### config.mk
export PLATFORM = sky130hd
export DESIGN_NAME = rr_grant_ctrl_flat
export DESIGN_NICKNAME = d
export VERILOG_FILES = /design/src/rtl/rr_grant_ctrl_pkg.sv /design/src/rtl/rr_grant_ctrl_if.sv /design/src/rtl/rr_grant_ctrl_lsb_pick.sv /design/src/rtl/rr_grant_ctrl.sv /design/src/flat_wrapper.sv
export SDC_FILE = /design/constraint.sdc
export NUM_CORES = 1
export LEC_CHECK = 0
export CORE_ASPECT_RATIO = 0.6
export CORE_MARGIN = 2
export CORE_UTILIZATION = 30
export DETAILED_ROUTE_END_ITERATION = 10
export GPL_TIMING_DRIVEN = 0
export HOLD_SLACK_MARGIN = 0.05
export PLACE_DENSITY = 0.55
export RECOVER_POWER = 50
export SYNTH_ARGS = -nofsm -noshare
export SYNTH_HDL_FRONTEND = slang
export SYNTH_HIERARCHICAL = 1
export SYNTH_SLANG_ARGS = --single-unit
### constraint.sdc
create_clock -name clk -period 6.8 [get_ports clk]
set_input_delay 1.36 -clock clk [delete_from_list [all_inputs] [get_ports clk]]
set_output_delay 1.36 -clock clk [all_outputs]
set_load 0.02 [all_outputs]
### src/rtl/rr_grant_ctrl_pkg.sv
// rr_arb_pkg: shared types and index helpers for the round-robin arbiter.
package rr_arb_pkg;
   typedef enum logic [1:0] {IDLE = 2'd0, GRANT = 2'd1, RELEASE = 2'd2} state_t;
   function automatic int idx_w(input int w);
      return (w > 1) ? $clog2(w) : 1;
   endfunction
   // Sum carries one spare bit so a single conditional subtract reduces it.
   function automatic int mod_add(input int a, input int b, input int w);
      int s;
      s = a + b;
      return (s >= w) ? s - w : s;
   endfunction
endpackage

### src/rtl/rr_grant_ctrl_if.sv
// rr_grant_ctrl_if: request/ring/grant signals between the arbiter control and its environment.
interface rr_grant_ctrl_if import rr_arb_pkg::*; #(parameter int W_DATA = 5);
   localparam int IW = idx_w(W_DATA);
   logic [W_DATA-1:0] req_in;
   logic [W_DATA-1:0] rot_req_in;
   logic rot_req_valid;
   logic release_in;
   logic [IW-1:0] ptr_out;
   logic [W_DATA-1:0] grant_out;
   logic [IW-1:0] grant_idx;
   logic grant_valid;
   modport master (output req_in, rot_req_in, rot_req_valid, release_in,
                   input ptr_out, grant_out, grant_idx, grant_valid);
   modport slave (input req_in, rot_req_in, rot_req_valid, release_in,
                  output ptr_out, grant_out, grant_idx, grant_valid);
endinterface

### src/rtl/rr_grant_ctrl_lsb_pick.sv
// rr_lsb_pick: position of the lowest set bit of a vector, with a found flag.
module rr_lsb_pick import rr_arb_pkg::*; #(
   parameter int W_DATA = 5
) (
   input logic [W_DATA-1:0] vec,
   output logic [idx_w(W_DATA)-1:0] pos,
   output logic found
);
   localparam int IW = idx_w(W_DATA);
   always_comb begin
      pos = '0;
      for (int i = W_DATA - 1; i >= 0; i--) if (vec[i]) pos = IW'(i);
   end
   assign found = |vec;
endmodule

### src/rtl/rr_grant_ctrl.sv
// rr_grant_ctrl: round-robin grant FSM; drives the ring pointer and holds a one-hot grant.
module rr_grant_ctrl import rr_arb_pkg::*; #(
   parameter int W_DATA = 5,
   parameter int MAX_HOLD = 8
) (
   input logic clk,
   input logic rst_n,
   rr_grant_ctrl_if.slave bus
);
   localparam int IW = idx_w(W_DATA);
   localparam int CW = $clog2(MAX_HOLD + 1);
   localparam logic [1:0] S_IDLE = 2'(IDLE);
   localparam logic [1:0] S_GRANT = 2'(GRANT);
   localparam logic [1:0] S_RELEASE = 2'(RELEASE);
   logic [1:0] state;
   logic [CW-1:0] cnt;
   logic [IW-1:0] ptr, gidx, pos, idx, nxt;
   logic [W_DATA-1:0] grant;
   logic gvalid, found, go, done;
   rr_lsb_pick #(.W_DATA(W_DATA)) u_pick (.vec(bus.rot_req_in), .pos(pos), .found(found));
   assign idx = IW'(mod_add(int'(ptr), int'(pos), W_DATA));
   assign nxt = IW'(mod_add(int'(idx), 1, W_DATA));
   assign go = (state == S_IDLE) && bus.rot_req_valid && found;
   assign done = bus.release_in || !bus.req_in[gidx] || (cnt == CW'(MAX_HOLD));
   always_ff @(posedge clk or negedge rst_n)
      if (!rst_n) begin
         state <= S_IDLE;
         cnt <= '0;
         ptr <= '0;
         gidx <= '0;
         grant <= '0;
         gvalid <= 1'b0;
      end else if (go) begin
         state <= S_GRANT;
         grant <= W_DATA'(1) << idx;
         gidx <= idx;
         gvalid <= 1'b1;
         ptr <= nxt;
         cnt <= CW'(1);
      end else if (state == S_GRANT && done) begin
         state <= S_RELEASE;
         grant <= '0;
         gvalid <= 1'b0;
         cnt <= '0;
      end else if (state == S_GRANT) begin
         cnt <= (cnt == CW'(MAX_HOLD)) ? cnt : cnt + CW'(1);
      end else if (state == S_RELEASE) begin
         state <= S_IDLE;
      end
   assign bus.ptr_out = ptr;
   assign bus.grant_out = grant;
   assign bus.grant_idx = gidx;
   assign bus.grant_valid = gvalid;
   a_onehot: assert property (@(posedge clk) disable iff (!rst_n) $onehot0(grant));
   a_rot_consistent: assert property (@(posedge clk) disable iff (!rst_n)
      !(bus.rot_req_valid && bus.rot_req_in == '0));
endmodule
### src/flat_wrapper.sv
// flat-port wrapper written by rule: the top's interface ports become plain ports
module rr_grant_ctrl_flat import rr_arb_pkg::*;
#(
   parameter int W_DATA = 5,
   parameter int MAX_HOLD = 8
)
  (clk, rst_n, bus_req_in, bus_rot_req_in, bus_rot_req_valid, bus_release_in, bus_ptr_out, bus_grant_out, bus_grant_idx, bus_grant_valid);
  rr_grant_ctrl_if #(.W_DATA(W_DATA)) bus_i ();
  input logic clk;
  input logic rst_n;
  input wire logic [$bits(bus_i.req_in)-1:0] bus_req_in;
  input wire logic [$bits(bus_i.rot_req_in)-1:0] bus_rot_req_in;
  input wire logic [$bits(bus_i.rot_req_valid)-1:0] bus_rot_req_valid;
  input wire logic [$bits(bus_i.release_in)-1:0] bus_release_in;
  output wire logic [$bits(bus_i.ptr_out)-1:0] bus_ptr_out;
  output wire logic [$bits(bus_i.grant_out)-1:0] bus_grant_out;
  output wire logic [$bits(bus_i.grant_idx)-1:0] bus_grant_idx;
  output wire logic [$bits(bus_i.grant_valid)-1:0] bus_grant_valid;
  assign bus_i.req_in = bus_req_in;
  assign bus_i.rot_req_in = bus_rot_req_in;
  assign bus_i.rot_req_valid = bus_rot_req_valid;
  assign bus_i.release_in = bus_release_in;
  assign bus_ptr_out = bus_i.ptr_out;
  assign bus_grant_out = bus_i.grant_out;
  assign bus_grant_idx = bus_i.grant_idx;
  assign bus_grant_valid = bus_i.grant_valid;
  rr_grant_ctrl #(.W_DATA(W_DATA), .MAX_HOLD(MAX_HOLD)) u_core (.clk(clk), .rst_n(rst_n), .bus(bus_i));
endmodule
# Yosys cells after proc, flatten, opt, wreduce, memory -nomap -nowiden

Index checks and enable logic that the tools add are counted.
Widths: inputs -> output; s select.

Register bits after elaboration: 18
Bits in latches: 0
Memory bits (writable): 0
Bits in read-only memories: 0
Output and inout port bits: 12
Word-level logic and storage cells: 54
Memories: 0

$add $sub $neg: 5
Multipliers: 0
Divide/modulo/power cells: 0
$lt $le $gt $ge: 3
Eq/ne operators: 5
Shifts and indexed selects: 1
Muxes and demuxes: 21
Bitwise gates (word level): 0
Reductions and logical operators: 13

Operators by type and width:

| kind                | count |
|---|---|
| $mux 3              | 7 |
| $mux 4              | 4 |
| $mux 5              | 2 |
| $ge 4x3->1 const B  | 2 |
| $mux 2              | 4 |
| $ne 3x2->1 const B  | 2 |
| $reduce_bool 3->1   | 2 |
| $sub 3x3->3 const B | 2 |
| $reduce_or 5->1     | 1 |
| $shl 1x3->5 const A | 1 |
| $add 3x1->4 const B | 1 |
| $add 3x3->4         | 1 |
| $add 4x1->4 const B | 1 |
| $eq 4x4->1 const B  | 1 |
| $lt 3x4->1 const B  | 1 |
| $reduce_and 2->1    | 2 |
| $bmux 1 s3          | 1 |
| $logic_and 1x1->1   | 3 |
| $mux 1              | 3 |
| $eq 2x1->1 const B  | 1 |
| $eq 2x2->1 const B  | 1 |
| $logic_not 2->1     | 1 |
| $logic_or 1x1->1    | 2 |
| $reduce_bool 2->1   | 1 |
| $logic_not 1->1     | 1 |

# Logic depth before layout (Yosys ltp)

Gate-level depths: netlist of the first run.

Depth in word-level cells: 11
Mapped depth: 14

# Hierarchy

Netlist of the first run, hierarchy kept.

Modules (own cells, without submodules):

| module        | instances | cells each | area an instance (sq um) |
|---|---|---|---|
| rr_grant_ctrl | 1         | 137        | 1273.7 |
| rr_lsb_pick   | 1         | 8          | 48.8 |

# Worst setup path before layout of the first run

No wires, ideal clock.

Kind: input port to flip-flop
Start: in bus_rot_req_in[2]
End: reg u_core.ptr[2] (netlist: u_core/bus.ptr_out[2])
Data arrival time: 4.120 ns
Slack: 2.559 ns
Stages on the path: 14
Buffers on the path: 0
Cells stage by stage: nand2b_1 -> a21oi_1 -> ha_1 -> fa_1 -> inv_1 -> ha_1 -> nand2b_1 -> a221oi_2 -> mux2i_2 -> inv_1 -> ha_1 -> ha_1 -> nor2_1 -> a22o_1

Longest elaborated chain between the ends: 9

Ends and longest elaborated chain:

| item                                             | line                         | source |
|---|---|---|
| from (decl)                                      | flat_wrapper.sv:12           | `input wire logic [$bits(bus_i.rot_req_in)-1:0] bus_rot_req_in;` |
| $mux 3 (*) (3 in a row)                          | rr_grant_ctrl_lsb_pick.sv:12 | `for (int i = W_DATA - 1; i >= 0; i--) if (vec[i]) pos = IW'(i);` |
| via u_core.pos[0]                                | rr_grant_ctrl.sv:17          | `logic [IW-1:0] ptr, gidx, pos, idx, nxt;` |
| $add 3x3->4 (*)                                  | rr_grant_ctrl_pkg.sv:10      | `s = a + b;` |
| $ge 4x3->1 / $sub 3x3->3 (equally long branches) | rr_grant_ctrl_pkg.sv:11      | `return (s >= w) ? s - w : s;` |
| $mux 3 (*)                                       | rr_grant_ctrl_pkg.sv:11      |  |
| via u_core.idx[1]                                | rr_grant_ctrl.sv:17          |  |
| $add 3x1->4 (*)                                  | rr_grant_ctrl_pkg.sv:10      |  |
| $ge 4x3->1 / $sub 3x3->3 (equally long branches) | rr_grant_ctrl_pkg.sv:11      |  |
| $mux 3 (*)                                       | rr_grant_ctrl_pkg.sv:11      |  |
| to (signal assigned)                             | rr_grant_ctrl.sv:38          | `ptr <= nxt;` |
| to (decl)                                        | rr_grant_ctrl.sv:17          |  |

The timed path passes the listed nets; every way through them passes the cells marked *.
A chain may end at the register's enable or synchronous reset.

# Final worst setup path of the first run

Ends and elaborated chain as after synthesis.

==> results of run 1 <==
[worst min-delay path: cells and delay by family (launching register included)]
family / cells / cell delay [ns]
and+or+nand+nor: 1 / 0.05
DFF: 1 / 0.34
AOI/OAI and AO/OA: 1 / 0.10
[power groups by stage]
stage	Combinational, W	Clock (W)	Sequential (W)
global route	0.000474	0.0000821	0.000193
finish	0.000419	0.0000726	0.000185
detailed placement	0.000423	0	0.000188
global placement	0.000410	0	0.000187
floorplan	0.000265	0	0.000211
CTS	0.000426	0.0000768	0.000187
[final timing paths]
kind | start | endpoint | slack (ns) | cells past startpoint
max | bus_rot_req_in[2] | u_core/bus.ptr_out[2] | 1.95 | 15
min | u_core/bus.grant_valid | u_core/bus.grant_valid | 0.53 | 2
max reg2reg | u_core/bus.ptr_out[0] | u_core/bus.ptr_out[2] | 3.37 | 12
min reg2reg | u_core/bus.grant_valid | u_core/bus.grant_valid | 0.53 | 2
max in group asynchronous | rst_n | u_core/bus.ptr_out[2] | 4.63 | 1
min in group asynchronous | rst_n | u_core/cnt[2] | 1.65 | 1
[cells in the mapped netlist (2+ instances only)]
cell / count / area share
or2_2: 2 / 0.0095
xor2_1: 2 / 0.013
and2_1: 3 / 0.014
inv_1: 9 / 0.026
nor2_1: 9 / 0.026
clkbuf_1: 3 / 0.0085
o211ai_1: 6 / 0.034
nand2_1: 15 / 0.043
o21ai_1: 6 / 0.023
nand2b_1: 7 / 0.033
nand3_1: 8 / 0.030
dfrtp_1: 18 / 0.34
mux2i_1: 2 / 0.015
ha_1: 12 / 0.11
or3_1: 2 / 0.0095
nor4bb_1: 2 / 0.015
o21ai_0: 5 / 0.019
a21oi_1: 5 / 0.019
nor3_1: 2 / 0.0076
[state kept, by name, summed over array words and instances, names as in the netlist]
signal and cells:
u_core/bus.grant_out 5, u_core/cnt 4, u_core/bus.grant_idx 3, u_core/bus.ptr_out 3, u_core/state 2, u_core/bus.grant_valid 1
[metal layers]
metal,GRT usage,vias up,share of wire
met1,0.200,539,0.54
met4,0.0418,0,0.0048
met3,0.0259,2,0.021
met5,0,-,0
met2,0.213,14,0.44
li1,-,576,-
[cells by family (layout without fill, tap and decap cells)]
kind of cell | Yosys count | count (layout) | share of synthesized area
buffers and inverters | 13 | 41 | 0.0378
muxes | 4 | 4 | 0.0341
and+or+nand+nor | 57 | 57 | 0.235
xor gates and xnor gates | 3 | 3 | 0.0199
DFF | 18 | 18 | 0.341
adders and majority gates | 13 | 13 | 0.129
AOI/OAI and AO/OA | 37 | 37 | 0.204
[metrics by stage]
stage	util	hold WS, ns	instance area [um^2]
finish	0.404	0.526	1680
global route	0.404	0.563	1680
CTS	0.405	0.539	1690
detailed placement	0.395	0.524	1650
global placement	0.395	0.516	1650
floorplan	-	0.493	1320
[cell type report]
| cell class | count | area, um^2 |
|---|---|---|
| fillers | 400 | 2480 |
| repair buffers | 25 | 250 |
| clock buffers | 3 | 41.3 |
| plain buffers | 4 | 16.3 |
| well taps | 60 | 75.1 |
| inverters | 9 | 33.8 |
| flip-flops and latches | 18 | 450 |
| multi-input cells | 114 | 816 |
==> metrics.md, run 1 <==
| Metric | Value |
|---|---|
| Status | `finished clean` |
| Commonest non-fill, non-tap cell in the layout | `clkdlybuf4s50_1` |
| Net Switching | `0.000313 W` |
| Setup crit start kind | `primary input` |
| Syn Nets | `172` |
| Synth Cell Area | `1320 um^2` |
| Slew margin rel. | `0.445` |
| Worst Setup Slack, final | `1.95 ns` |
| Req. time, crit path | `6.94 ns` |
| I/O Pins | `26` |
| Core Rows | `18` |
| Vias | `1131` |
| Final Critical Period | `4.85 ns` |
| Initial antenna violation count | `0` |
| Period Utilization, post-route | `0.713` |
| Slew Viols, Final | `0` |
| Largest net degree at the start of global routing | `19` |
| Die Y-Extent | `55.4 um` |
| Root buf cell | `clkbuf_8` |
| Top FF cell, synth | `dfrtp_1` |
| Switching part of the total | `0.463` |
| Post-Place Worst Slack | `1.69 ns` |
| Fin. Hold Viols | `0` |
| Number of synthesized flops with an enable pin | `0` |
| Post-CTS sizing | `0` |
| Commonest non-fill, non-tap cells in the layout | `19 x clkdlybuf4s50_1, 18 x dfrtp_1, 15 x nand2_1` |
| H-tree depth | `1` |
| Hold Buf Count CTS | `0` |
| Max-cap check violation count | `0` |
| Power consumption | `0.000677 W` |
| Seq/Total Area, Yosys | `0.341` |
| Leakage power | `0.733 nW` |
| TNS Setup | `0 ns` |
| Core Area | `4170 um^2` |
| Worst path cell trace | `clkdlybuf4s50_1 -> nand2b_1 -> a21oi_1 -> ha_1 -> fa_1 -> inv_1 -> ha_1 -> nand2b_1 -> a221oi_2 -> mux2i_2 -> inv_1 -> ha_1 -> ha_1 -> nor2_1 -> a22o_1` |
| CP max FO | `8` |
| Initial DRC Count | `25` |
| Cell area power density | `402 nW/um^2` |
| Die Area | `4970 um^2` |
| Share of synthesized registers carrying an async set or reset | `1.00` |
| WL per Instance | `13.4 um` |
| Starting Density | `0.317` |
| First-pass GRT wire length | `5.60 mm` |
| RSZ-0062 raised after global routing | `false` |
| WL final | `3.12 mm` |
| Clock Sinks | `18` |
| Yosys Warn Count | `6` |
| Peak VDD IR | `0.117 mV` |
| Finished Layout Cells | `233` |
| Clk pwr share | `0.107` |
| Fmax | `0.206 GHz` |
| Crit path top cell by count | `ha_1` |
| Slowest-stage cell, CP | `fa_1` |
| CP Buf/Inv Count | `3` |
| Gr usage total | `0.139` |
| Share of post-route cells with drive strength above 1 | `0.0809` |
| P_int | `0.000364 W` |
| Number of global-route vias before repair | `1184` |
| Port Buffers | `25` |
| Crit Path Class | `primary input to flip-flop` |
| Vias/cell | `4.85` |
| Hold Crit Class | `flip-flop to flip-flop` |
| CP arrival | `4.99 ns` |
| Inserted Clock Buffers | `3` |
| Worst Setup End Kind | `flip-flop` |
| #FFs+latches synth | `18` |
| Reg power frac | `0.274` |
| P&R area growth vs syn | `27.2%` |
| CTS tree | `done` |
| DRC Markers | `0` |
| Top Family by Delay on Critical Path | `adder cells` |
| Highest cell delay on the worst timing path | `0.47 ns` |
| DP Cell Count | `230` |
| Total gr overflow | `0` |
| CTS max path bufs | `2` |
| Placer Congestion | `0.802` |
| First-pass DRT Iterations | `4` |
| Setup violators final | `0` |
| Post-DRT Antenna Nets | `0` |
| Clock Latency Late Sink | `0.25 ns` |
| Die Span X | `89.7 um` |
| Post-CTS Setup Inserts | `0` |
| Final #Nets | `202` |
| HPWL Detailed | `2.47 mm` |
| Mapped Avg Cell Area | `9.12 um^2` |
| Antenna Cells | `0` |
| Combinational share of power | `0.619` |
| Synth unique cells | `46` |
| Clock Pin Slew Worst Setup and Hold Paths | `0.06 ns` |
| Mapped Cells | `145` |
| Clk_skew | `0.00151 ns` |
| Worst slew pin tran | `0.829 ns` |
No activity file was read; power rests on OpenSTA's default activity.
==> run 2, diff against run 1 <==
clock period = 4.5 ns   (was 6.8 ns; I/O delays follow)
==> run 2 against run 1 <==
Against the previous run: clock skew grew 0.00074 ns; sequential share of layout area shrank 0.58 points; cell area rose by 2.2%; first-iteration DRC count decreased by 20%; cell count is 0.86% higher; highest routed layer unchanged.
==> metrics.md, run 2 (synthesized netlist as in run 1, its figures left out) <==
| Metric | Value |
|---|---|
| Hold Buf Count CTS | `0` |
| Status | `finished clean` |
| Root buf cell | `clkbuf_8` |
| Fmax | `0.232 GHz` |
| RSZ-0062 raised after global routing | `false` |
| Reg2reg start | `u_core/bus.ptr_out[0]` |
| Die Span X | `89.7 um` |
| Post-DRT Antenna Nets | `0` |
| Hold Crit Class | `flip-flop to flip-flop` |
| Vias | `1139` |
| CTS tree | `done` |
| Final Critical Period | `4.30 ns` |
| Power consumption | `0.00109 W` |
| CP max FO | `5` |
| Initial antenna violation count | `0` |
| Crit Path Class | `primary input to flip-flop` |
| Highest cell delay on the worst timing path | `0.58 ns` |
| TNS Setup | `0 ns` |
| Reg-to-Reg End | `u_core/bus.ptr_out[2]` |
| CP Buf/Inv Count | `3` |
| Number of global-route vias before repair | `1184` |
| P&R area growth vs syn | `30.1%` |
| DRC Markers | `0` |
| Clk_skew | `0.00225 ns` |
| CTS max path bufs | `2` |
| Initial DRC Count | `20` |
| Slew margin rel. | `0.445` |
| Clock Pin Slew Worst Setup and Hold Paths | `0.07 ns` |
| Fin. Hold Viols | `0` |
| Gr usage total | `0.139` |
| Max reg flops | `5` |
| WL final | `3.17 mm` |
| Hold depth | `2` |
| Commonest non-fill, non-tap cell in the layout | `clkdlybuf4s50_1` |
| Share of post-route cells with drive strength above 1 | `0.0971` |
| Peak VDD IR | `0.181 mV` |
| CP arrival | `4.44 ns` |
| Top Family by Delay on Critical Path | `adder cells` |
| Total gr overflow | `0` |
| First-pass DRT Iterations | `4` |
| Commonest non-fill, non-tap cells in the layout | `19 x clkdlybuf4s50_1, 18 x dfrtp_1, 15 x nand2_1` |
| R2r setup slk | `1.11 ns` |
| Period Utilization, post-route | `0.956` |
| Largest net degree at the start of global routing | `19` |
| Slowest-stage cell, CP | `fa_1` |
| Vias/cell | `4.85` |
| Port Buffers | `25` |
| Setup crit start kind | `primary input` |
| Cell area power density | `632 nW/um^2` |
| I/O Pins | `26` |
| Starting Density | `0.317` |
| Final #Nets | `204` |
| Placer Congestion | `0.802` |
| Leakage power | `0.743 nW` |
| HPWL Detailed | `2.47 mm` |
| H-tree depth | `1` |
| Worst hold start | `u_core/bus.grant_valid` |
| Fin area | `1720 um^2` |
| Req. time, crit path | `4.64 ns` |
| Die Y-Extent | `55.4 um` |
| Antenna Cells | `0` |
| Max-cap check violation count | `0` |
| Crit path top cell by count | `ha_1` |
| Setup violators final | `0` |
| Worst Setup End Kind | `flip-flop` |
| Worst Hold End | `u_core/bus.grant_valid` |
| Worst slew pin tran | `0.830 ns` |
| Core Area | `4170 um^2` |
| Core Rows | `18` |
| Clock Latency Late Sink | `0.25 ns` |
| WL per Instance | `13.5 um` |
| Die Area | `4970 um^2` |
| Slew Viols, Final | `0` |
| R2R cell count | `12` |
| Inserted Clock Buffers | `3` |
| Worst path cell trace | `clkdlybuf4s50_1 -> nand2b_1 -> a21oi_1 -> ha_1 -> fa_1 -> inv_1 -> ha_1 -> nand2b_1 -> a221oi_4 -> mux2i_4 -> inv_1 -> ha_1 -> ha_1 -> nor2_1 -> a22o_1` |
| Clock Sinks | `18` |
| First-pass GRT wire length | `5.60 mm` |
| DP Area | `1650 um^2` |
## run 2: repair_timing
| action | CTS | global route |
|---|---|---|
| endpoints found under the setup margin | 0 | 2 |
| buffers inserted | 0 | 2 |
| endpoints found under the hold margin | 0 | 0 |
| resized for setup | 0 | 3 |
## run 2: area by class of cell
class	count	area, um^2
fill	397	2450
inverter	9	33.8
buffer	4	16.3
multi-input combinational	114	838
tap	60	75.1
timing repair buffer	27	265
clock buffer	3	41.3
sequential	18	450
## run 2: worst max-delay path by stage
stage	from	slack, ns	to	cells past startpoint
after floorplan	bus_rot_req_in[2]	0.72	u_core/bus.ptr_out[2]	14
after global placement	bus_rot_req_in[2]	-0.002	u_core/bus.ptr_out[2]	15
after detailed placement	bus_rot_req_in[2]	-0.15	u_core/bus.ptr_out[2]	15
after CTS	bus_rot_req_in[2]	0.11	u_core/bus.ptr_out[2]	15
after global routing	bus_rot_req_in[3]	0.01	u_core/bus.ptr_out[2]	15
final	bus_rot_req_in[2]	0.20	u_core/bus.ptr_out[2]	15
## run 2: metrics by stage
step / util / setup slack [ns] / std cells / hold WS [ns]
finish: 0.413 / 0.197 / 235 / 0.526
global route: 0.413 / 0.0117 / 235 / 0.563
CTS: 0.405 / 0.115 / 233 / 0.539
detailed placement: 0.395 / -0.150 / 230 / 0.524
global placement: 0.395 / -0.00233 / 230 / 0.516
floorplan: - / 0.719 / 145 / 0.493
## run 2: metal layers
layer  routed length [um]  GRT usage
met1                 1680      0.200
met2                 1390      0.213
met3                   83     0.0259
met4                   15     0.0418
met5                    0          0
## run 2: worst min-delay path: cells and delay by family (launching register included)
family           cells  cell delay (ns)
AO/OA/AOI/OAI        1             0.10
AND/OR/NAND/NOR      1             0.05
flip-flops           1             0.34
## run 2: power breakdown
group          internal (W)  switching, W  leakage, nW
Sequential         0.000219     0.0000605        0.234
Clock             0.0000594     0.0000509       0.0216
Combinational      0.000312      0.000385        0.487
Total              0.000591      0.000496        0.743
